`src/rtl/inta_sequencer.sv`:
```
// inta_sequencer: fixed-priority INTA handshake sequencer with ISR tracking and EOI handling.
// Optional build macro AUTO_EOI_EN: clears the in-service bit automatically at the end of the second INTA.
`default_nettype none

module inta_sequencer #(
   parameter logic [4:0] RESET_BASE = 5'b00000
) (
   input  logic       clk,
   input  logic       rst_n,
   input  logic [7:0] irr_req,
   input  logic [4:0] icw2_base,
   input  logic       icw2_load,
   input  logic       inta_n,
   input  logic       eoi_valid,
   input  logic       eoi_specific,
   input  logic [2:0] eoi_level,
   output logic       int_out,
   output logic [7:0] isr,
   output logic [7:0] irr_clear,
   output logic [7:0] data_out,
   output logic       data_oe
);

   localparam logic [2:0] IDLE  = 3'd0;
   localparam logic [2:0] PEND  = 3'd1;
   localparam logic [2:0] ACK1  = 3'd2;
   localparam logic [2:0] WAIT2 = 3'd3;
   localparam logic [2:0] ACK2  = 3'd4;

   // Index of the highest-priority (lowest-numbered) set bit.
   function automatic logic [2:0] pri_idx(input logic [7:0] v);
      logic [2:0] idx;
      idx = 3'd7;
      for (int i = 7; i >= 0; i--) begin
         if (v[i]) idx = 3'(i);
      end
      return idx;
   endfunction

   logic [2:0] state;
   logic [2:0] state_nx;
   logic       sync1;
   logic       sync2;
   logic       sync3;
   logic [4:0] base;
   logic [2:0] level;
   logic       spurious;

   logic       inta_fall;
   logic       inta_rise;
   logic [2:0] irr_idx;
   logic [2:0] isr_idx;
   logic       qualified;
   logic       take_ack;
   logic [7:0] set_mask;
   logic [7:0] eoi_mask;
   logic [7:0] auto_mask;
   logic [7:0] isr_nx;

   assign inta_fall = sync3 & ~sync2;
   assign inta_rise = ~sync3 & sync2;
   assign irr_idx   = pri_idx(irr_req);
   assign isr_idx   = pri_idx(isr);
   assign qualified = (irr_req != 8'h00) && ((isr == 8'h00) || (irr_idx < isr_idx));
   assign take_ack  = (state == PEND) && inta_fall;

   always_comb begin
      state_nx = state;
      case (state)
         IDLE:    if (qualified) state_nx = PEND;
         // Once the first synchroniser stage has seen INTA low the cycle is
         // committed; a request that vanishes after that becomes spurious.
         PEND: begin
            if (inta_fall)                  state_nx = ACK1;
            else if (!qualified && sync1)   state_nx = IDLE;
         end
         ACK1:    if (inta_rise) state_nx = WAIT2;
         WAIT2:   if (inta_fall) state_nx = ACK2;
         ACK2:    if (inta_rise) state_nx = IDLE;
         default: state_nx = IDLE;
      endcase
   end

   always_comb begin
      set_mask  = 8'h00;
      eoi_mask  = 8'h00;
      auto_mask = 8'h00;
      if (take_ack && qualified) set_mask = 8'h01 << irr_idx;
      if (eoi_valid) begin
         if (eoi_specific)        eoi_mask = 8'h01 << eoi_level;
         else if (isr != 8'h00)   eoi_mask = 8'h01 << isr_idx;
      end
`ifdef AUTO_EOI_EN
      if ((state == ACK2) && inta_rise && !spurious) auto_mask = 8'h01 << level;
`else
      auto_mask = 8'h00;
`endif
      // Set is OR-ed last so an acknowledge wins over a same-bit clear.
      isr_nx = (isr & ~(eoi_mask | auto_mask)) | set_mask;
   end

   always_ff @(posedge clk or negedge rst_n) begin
      if (!rst_n) begin
         state     <= IDLE;
         sync1     <= 1'b1;
         sync2     <= 1'b1;
         sync3     <= 1'b1;
         base      <= RESET_BASE;
         level     <= 3'd7;
         spurious  <= 1'b0;
         isr       <= 8'h00;
         int_out   <= 1'b0;
         irr_clear <= 8'h00;
         data_out  <= 8'h00;
         data_oe   <= 1'b0;
      end else begin
         state     <= state_nx;
         sync1     <= inta_n;
         sync2     <= sync1;
         sync3     <= sync2;
         if (icw2_load) base <= icw2_base;
         if (take_ack) begin
            level    <= qualified ? irr_idx : 3'd7;
            spurious <= !qualified;
         end
         isr       <= isr_nx;
         int_out   <= (state_nx == PEND);
         irr_clear <= set_mask;
         data_oe   <= (state_nx == ACK2);
         data_out  <= (state_nx == ACK2) ? {base, level} : 8'h00;
      end
   end

endmodule

`default_nettype wire

```
`config.mk`:
```
export PLATFORM = sky130hd
export DESIGN_NAME = inta_sequencer
export DESIGN_NICKNAME = d
export VERILOG_FILES = /design/src/rtl/inta_sequencer.sv
export SDC_FILE = /design/constraint.sdc
export NUM_CORES = 1
export LEC_CHECK = 0
export CORE_ASPECT_RATIO = 1.1
export CORE_MARGIN = 1
export CORE_UTILIZATION = 48
export DETAILED_ROUTE_END_ITERATION = 12
export PLACE_DENSITY = 0.91
export SLEW_MARGIN = 20
export SYNTH_ARGS = -nofsm -noshare
export SYNTH_HDL_FRONTEND = slang
export SYNTH_SLANG_ARGS = --single-unit
```
`constraint.sdc`:
```
create_clock -name clk -period 3 [get_ports clk]
set_input_delay 0.45 -clock clk [delete_from_list [all_inputs] [get_ports clk]]
set_output_delay 0.45 -clock clk [all_outputs]
set_load 0.03 [all_outputs]
```
---- Word-level counts from Yosys, hierarchy flattened ----
Index checks and enable logic that the tools add are counted.
storage, ports and cells
  input port bits ......................... 22
  flip-flop bits (word level) ............. 40
  output and inout port bits .............. 26
  logic and storage cells ................. 65
operators by class
  shift operators ......................... 3
  muxes and demuxes ....................... 27
  equality and inequality tests ........... 6
  $lt $le $gt $ge ......................... 1
  reductions and logical operators ........ 10
  bitwise logic cells ..................... 7
operators with widths
  cell                                              count
  2-to-1 mux 3 bit                                  17
  2-to-1 mux 8 bit                                  5
  << shifter 1 x 3 -> 8 bit (first input constant)  3
  nonzero test 8 bit                                2
  one-hot mux 3 bit (5 select lines)                1
  bitwise AND 8 bit                                 1
  logical NOT 8 bit                                 1
  inverter 8 bit                                    1
  OR 8 bit                                          1
  == test 3 x 1 -> 1 bit (second input constant)    2
  == test 3 x 2 -> 1 bit (second input constant)    2
  == test 3 bit (second input constant)             2
  logical AND 1 bit                                 4
  2-to-1 mux 2 bit                                  2
  logical NOT 3 bit                                 1
  < comparator 3 bit                                1
  bitwise AND 1 bit                                 2
  2-to-1 mux 1 bit                                  2
  inverter 1 bit                                    2
  logical NOT 1 bit                                 1
  logical OR 1 bit                                  1

---- Longest topological paths before layout ----
Gate-level depths: netlist (run 1).
  depth after elaboration ................. 17
  depth in mapped cells ................... 9
  gate-level depth less buffers ........... 8

---- Worst setup path after synthesis (run 1) ----
OpenSTA, ideal clock, no wires.
  kind .................................... reg2reg
  start ................................... register isr[0]
  end ..................................... register state[0]
  slack ................................... 0.586 ns
  library setup time ...................... 0.136 ns
  arrival time ............................ 2.279 ns
  stages on the path, launching flop included .. 9
  clock period less this slack ............ 2.414 ns
  cells stage by stage .................... dfrtp_1 or4_4 ha_1 a21oi_1 a32oi_1 inv_1 a31oi_4 buf_6 o21ai_0
on the way
  word-level cells in the longest chain between the ends .. 9
  elaborated cells between the ends (all ways) .. 11
  classes of those cells .................. order compare: 1; mux: 5; reduce/logical: 5
RTL lines
  item                                    RTL line  text
  start: declaration                      18        output logic [7:0] isr,
  start signal: assignment                126       isr <= isr_nx;
  2-to-1 mux 3 bit                        35        if (v[i]) idx = 3'(i);
  < comparator 3 bit                      64        assign qualified = (irr_req != 8'h00) && ((isr == 8'h00) || (irr_idx < isr_idx));
  logical OR 1 bit (*)                    64
  logical AND 1 bit (*)                   64
  logical NOT 1 bit                       n/a
  logical AND 1 bit                       75        else if (!qualified && sync1) state_nx = IDLE;
  2-to-1 mux 3 bit                        75
  2-to-1 mux 3 bit                        74        if (inta_fall) state_nx = ACK1;
  one-hot mux 3 bit (5 select lines) (*)  69        case (state)
  named net state_nx[0]                   41        logic [2:0] state_nx;
  end signal: assignment                  117       state <= state_nx;
  end: declaration                        40        logic [2:0] state;
The timed path passes the listed nets; every way through them passes the cells marked *.
A chain may end at the register's enable or synchronous reset.

---- Final worst setup path (run 1) ----
  start ................................... register isr[0]
  end ..................................... register isr[0]
on the way
  word-level cells in the longest chain between the ends .. 8
  elaborated cells between the ends (all ways) .. 15
  classes of those cells .................. order compare: 1; shift: 1; mux: 5; bitwise: 3; reduce/logical: 5
RTL lines
  item                                                                        RTL line  text
  parallel branches: the longest is 7 deep, another holds < comparator 3 bit  n/a
  OR 8 bit (*)                                                                99        isr_nx = (isr & ~(eoi_mask | auto_mask)) | set_mask;
  named net isr_nx[0]                                                         58        logic [7:0] isr_nx;
Mark *: on every way through the listed nets, which the timed path passes.

==> results of run 1 <==
where the power goes:
group / total, mW / leakage, nW / switching (mW) / internal (mW)
registers: 0.720 / 0.516 / 0.0807 / 0.640
clock network: 0.428 / 0.0552 / 0.181 / 0.247
logic: 0.494 / 0.422 / 0.278 / 0.215
sequential cells by signal, summed over array words and instances (netlist names):
signal / flops
base: 5
sync2: 1
data_oe: 1
level: 3
sync1: 1
sync3: 1
data_out: 8
int_out: 1
state: 3
irr_clear: 8
isr: 8
through the flow:
stage | setup slack (ps) | utilization [%] | instance area (sq um)
final | 378 | 67.2 | 2450
after detailed placement | 164 | 64.2 | 2350
after global routing | 172 | 67.2 | 2450
after global placement | 364 | 64.2 | 2350
after CTS | 412 | 67.2 | 2450
after floorplan | 586 | - | 1830
final timing paths:
check | from | endpoint | slack [ps] | cells after the start
setup reg to reg | isr[0] | isr[0] | 380 | 7
hold reg to reg | sync1 | sync2 | 370 | 0
max in group asynchronous | rst_n | irr_clear[7] | 2180 | 1
min in group clk | sync1 | sync2 | 370 | 0
setup / recovery | isr[0] | isr[0] | 380 | 7
hold / removal | rst_n | data_out[6] | 260 | 1
kinds of logic after synthesis:
family                   Yosys count  synth area share [%]
flip-flops                        40                  55.1
multiplexers                       5                  3.07
buffers and inverters             11                  2.73
adder cells (fa/ha/maj)            2                  1.37
AND/OR/NAND/NOR                   73                  22.5
XOR/XNOR                           1                 0.478
AO/OA/AOI/OAI                     35                  14.8
layer usage:
metal  GRT usage (%)  vias up  share of wire (%)
met5               0        -                  0
met4            9.94        0                2.0
met3            5.05        9                4.7
met2            34.8       51                 48
met1            31.2      739                 45
li1                -      713                  -
layout make-up:
class / count / area share, %
multi-input cells: 116 / 31.5
clock buffers: 6 / 2.96
well taps: 50 / 2.55
inverters: 8 / 1.22
repair buffers: 48 / 19.3
clock inverters: 2 / 1.43
flip-flops and latches: 40 / 41.1
layout by cell type, fill, tap and decap left out, types with 2 or more instances in the layout:
cell and count:
clkbuf_8 5, a21oi_1 6, ha_1 2, nor3b_1 2, nand3_1 2, nor3_1 4
nor2_1 16, nand2b_1 8, inv_1 8, nand2_1 13, and2_1 8, dfrtp_1 34
o311ai_0 2, nand4_1 4, dfstp_2 6, nor4b_1 2, o31a_1 3, nor4_1 2
nor3_2 2, mux2_2 5, o311ai_1 2, clkdlybuf4s50_1 46, o31ai_1 8, o21ai_0 6
nand3b_1 4
Yosys cell counts, drive strengths merged:
| library cell | count |
|---|---|
| dfrtp | 34 |
| nor2 | 16 |
| nand2 | 13 |
| o31ai | 9 |
| and2 | 8 |
| inv | 8 |
| nand2b | 8 |
| a21oi | 6 |
| dfstp | 6 |
| nor3 | 6 |
| o21ai | 6 |
| mux2 | 5 |
| nand3b | 4 |
| nand4 | 4 |
| o311ai | 4 |
| nor4 | 3 |
| o31a | 3 |
| buf | 2 |
| ha | 2 |
| nand3 | 2 |
| nor3b | 2 |
| nor4b | 2 |
| a221oi | 1 |
| a31oi | 1 |
| a32oi | 1 |
| clkbuf | 1 |
| nor2b | 1 |
| o221ai | 1 |
| o22a | 1 |
| o22ai | 1 |
| o41ai | 1 |
| or2 | 1 |
| or3 | 1 |
| or4 | 1 |
| or4b | 1 |
| xor2 | 1 |
==> results.py, run 1 <==
metrics = {
    "outcome": {
        "outcome": "complete, no violations",
    },
    "clocking": {
        "hold_buffers": 0,
        "clock_path_buffers": 2,
        "root_buffer": "clkbuf_8",
        "cts_resized": 0,
        "cts.sinks": 40,
        "htreeDepth": 2,
        "cts_setup_buffers": 0,
        "clk_pin_slew_ps": 80,
        "cts_tree": "done",
        "cts_buffers": 5,
        "clk_latency_ps": 290,
    },
    "final_layout": {
        "drive_gt1_share_pct": 13.2,
        "final_cells": 270,
        "multiInputGateArea_sq_um": 773,
        "seqCellArea_sq_mm": 0.00101,
        "fill_cells": 280,
        "diodes": 0,
        "num-nets-final": 243,
        "syn_to_final_growth_pct": 34.0,
    },
    "logic_synthesis": {
        "yosysTopAreaCell": "dfrtp_1",
        "synth_warnings": 0,
        "syn_nets": 191,
        "synthTopCellsByArea": "dfrtp_1 46%, dfstp_2 8.6%, nor2_1 3.3%, o31ai_1 3.3%, mux2_2 3.1%",
        "synth.cell_area_sq_mm": 0.00183,
        "ys_seq_area_share_pct": 55.1,
        "syn_area_per_cell_sq_um": 11.0,
        "syn_inst": 167,
        "netlist.area_leader.share_pct": 46.4,
        "synth_cell_type_count": 41,
        "ys_ff_latch": 40,
    },
    "floorplanning": {
        "die_height_microns": 66.8,
        "io_pins": 48,
        "die_width_microns": 60.9,
        "core_sq_mm": 0.00365,
        "die-area_sq_mm": 0.00407,
        "row_count": 23,
        "initial_utilization_pct": 50.1,
    },
    "sta": {
        "slew_violations": 0,
        "post-route-period-util_pct": 87.4,
        "finalCriticalPeriod_ps": 2620,
        "finClkSkew_ps": 5.26,
        "whs_ps": 264,
        "fmax_mhz": 381,
        "worst_pin_slew_ps": 867,
        "fin_setup_tns_ps": 0,
        "hold_violations": 0,
        "relSlewSlack_pct": 42.2,
        "setup_viol": 0,
        "rsz0062_at_grt": "no",
    },
    "global_routing": {
        "grt-ovfl-total": 0,
        "grt_first_pass_wirelength_microns": 6730,
        "grt_pass1_vias": 1441,
        "antenna_found_initial": 0,
        "grt_use_total_pct": 22.9,
        "grt_max_degree": 41,
    },
    "power": {
        "leakagePower_nw": 0.993,
        "p_per_area_mw_per_mm2": 669,
        "finalPower_mw": 1.64,
        "peakVddDrop_mv": 0.450,
    },
    "route": {
        "wire_per_inst_microns": 15.1,
        "viasPerCell": 5.60,
        "vias": 1512,
        "drt-total-wl_microns": 4080,
        "drc_errors": 0,
        "first_pass_iters": 4,
        "drtIter0Drc": 60,
        "antenna_left": 0,
    },
    "critical_path": {
        "required_ps": 3140,
        "critPathBufInv": 1,
        "critPathCaptureType": "register",
        "worstPathArrival_ps": 2760,
        "critPathSlowestCell": "or4_4",
        "cpPeakStageDelay_ps": 580,
        "startpoint_type": "register",
        "worstPathCellList": "or4_4 -> ha_1 -> a21oi_1 -> a32oi_1 -> inv_1 -> a31oi_4 -> o21ai_0",
        "cpLargestDelayFamily": "compound AO/OA/AOI/OAI gates",
        "crit_fanout": 19,
        "critPathKind": "register to register",
    },
    "worst_hold_path": {
        "hold_path_class": "primary input to async pin",
    },
    "flow_run": {
        "max_cap_violations": 0,
    },
    "placement": {
        "hpwl_microns": 2850,
        "globalplace.congestion": 0.840,
        "portBuffers": 47,
        "place_inst": 262,
    },
}
Note: power is estimated with default switching activity, not from simulation.
==> run 2, diff against run 1 <==
==> constraint.sdc (replaced) <==
create_clock -name clk -period 2.63 [get_ports clk]
set_input_delay 0.3945 -clock clk [delete_from_list [all_inputs] [get_ports clk]]
set_output_delay 0.3945 -clock clk [all_outputs]
set_load 0.03 [all_outputs]
==> results.py, run 2 (synthesis results as in run 1) <==
metrics = {
    "clocking": {
        "clk_pin_slew_ps": 80,
        "clock_path_buffers": 2,
        "htreeDepth": 2,
        "root_buffer": "clkbuf_8",
        "clk_latency_ps": 290,
        "cts_tree": "done",
        "cts_buffers": 5,
        "hold_buffers": 0,
        "cts.sinks": 40,
    },
    "final_layout": {
        "biggestRegsByFlops": "data_out: 8 flops, irr_clear: 8 flops, isr: 8 flops",
        "diodes": 0,
        "fill_cells": 278,
        "fin_util_pct": 69.2,
        "syn_to_final_growth_pct": 38.1,
        "num-nets-final": 250,
        "layout_commonest_cell": "clkdlybuf4s50_1",
        "layout_common_cells": "46 x clkdlybuf4s50_1, 34 x dfrtp_1, 16 x nor2_1",
        "drive_gt1_share_pct": 16.7,
    },
    "route": {
        "viasPerCell": 5.65,
        "drc_errors": 0,
        "vias": 1565,
        "first_pass_iters": 4,
        "drtIter0Drc": 94,
        "wire_per_inst_microns": 15.4,
        "drt-total-wl_microns": 4270,
        "antenna_left": 0,
    },
    "floorplanning": {
        "die_width_microns": 60.9,
        "row_count": 23,
        "die_height_microns": 66.8,
        "core_sq_mm": 0.00365,
        "die-area_sq_mm": 0.00407,
        "initial_utilization_pct": 50.1,
        "io_pins": 48,
    },
    "critical_path": {
        "critPathCaptureType": "register",
        "critPathKind": "register to register",
        "r2r_slack_ps": 90,
        "worstPathCellList": "or4_4 -> ha_1 -> a21oi_2 -> a32oi_1 -> inv_1 -> a31oi_4 -> buf_4 -> nor4b_1",
        "worstPathArrival_ps": 2720,
        "cpLargestDelayFamily": "simple AND/OR/NAND/NOR gates",
        "setup.worst_path.start": "isr[0]",
        "startpoint_type": "register",
        "crit_fanout": 9,
        "critPathSlowestCell": "or4_4",
        "critPathBufInv": 2,
        "cpPeakStageDelay_ps": 580,
        "r2r_start": "isr[0]",
        "required_ps": 2810,
    },
    "sta": {
        "slew_violations": 0,
        "finalCriticalPeriod_ps": 2540,
        "hold_violations": 0,
        "fmax_mhz": 394,
        "setup_viol": 0,
        "relSlewSlack_pct": 43.7,
        "rsz0062_at_grt": "no",
        "worst_pin_slew_ps": 837,
        "post-route-period-util_pct": 96.5,
        "finClkSkew_ps": 6.41,
        "whs_ps": 200,
        "setup_ws_ps": 90.9,
    },
    "global_routing": {
        "use_met3_pct": 6.60,
        "grt_use_total_pct": 23.5,
        "grt-ovfl-total": 0,
        "grt_max_degree": 41,
        "grt_first_pass_wirelength_microns": 6870,
        "busiest_layer": "met2",
        "met1_usage_pct": 31.5,
        "antenna_found_initial": 0,
        "grt_pass1_vias": 1451,
        "grt_use_met2_pct": 35.6,
    },
    "flow_run": {
        "max_cap_violations": 0,
    },
    "power": {
        "peakVddDrop_mv": 0.399,
        "leakagePower_nw": 1.04,
        "p_per_area_mw_per_mm2": 773,
        "finalPower_mw": 1.96,
    },
    "placement": {
        "hpwl_microns": 2790,
        "place_ws_ps": -51.8,
        "portBuffers": 47,
        "globalplace.congestion": 0.842,
    },
    "outcome": {
        "outcome": "complete, no violations",
    },
    "worst_hold_path": {
        "hold_path_class": "primary input to async pin",
    },
}
## run 2: worst register-to-register path: stages (launching register included)
cell and delay [ps]:
dfrtp_1 470, or4_4 580, ha_1 330, a21oi_2 200, a32oi_1 140, inv_1 160
a31oi_4 40, buf_4 180, nor4b_1 320
## run 2: final timing paths
kind,endpoint,depth (start not counted)
min,data_oe,1
min reg2reg,sync2,0
max in group asynchronous,isr[4],1
max,irr_clear[6],8
min in group clk,sync2,0
max reg2reg,irr_clear[6],8
## run 2: metal layers
| metal | up-vias | share of wire [%] |
|---|---|---|
| met3 | 11 | 6.0 |
| met4 | 0 | 2.4 |
| met2 | 62 | 49 |
| met1 | 769 | 42 |
| met5 | - | 0 |
| li1 | 723 | - |
## run 2: area by class of cell
| class | instances | area, sq um | area share, % |
|---|---|---|---|
| sequential | 40 | 1010 | 39.9 |
| multi-input combinational | 116 | 777 | 30.7 |
| timing repair buffer | 55 | 526 | 20.8 |
| clock buffer | 7 | 96.3 | 3.81 |
| tap | 50 | 62.6 | 2.47 |
| clock inverter | 1 | 30.0 | 1.19 |
| inverter | 8 | 30.0 | 1.19 |
## run 2: where the power goes
| part | leakage [nW] | internal (mW) | total (mW) | switching [mW] |
|---|---|---|---|---|
| sequential | 0.516 | 0.729 | 0.817 | 0.0874 |
| combinational | 0.457 | 0.261 | 0.597 | 0.336 |
| clock | 0.0645 | 0.335 | 0.542 | 0.207 |
## run 2: through the flow
stage	cell area (sq um)	cells	setup TNS (ps)
floorplan	1830	167	0
global route	2530	277	0
detailed placement	2380	267	-198
CTS	2530	277	0
finish	2530	277	0
global placement	2380	267	0
## run 2: timing repair
item,4_1_cts,5_1_grt
gates resized for setup,0,1
setup buffers,2,0
setup endpoints to repair,8,3
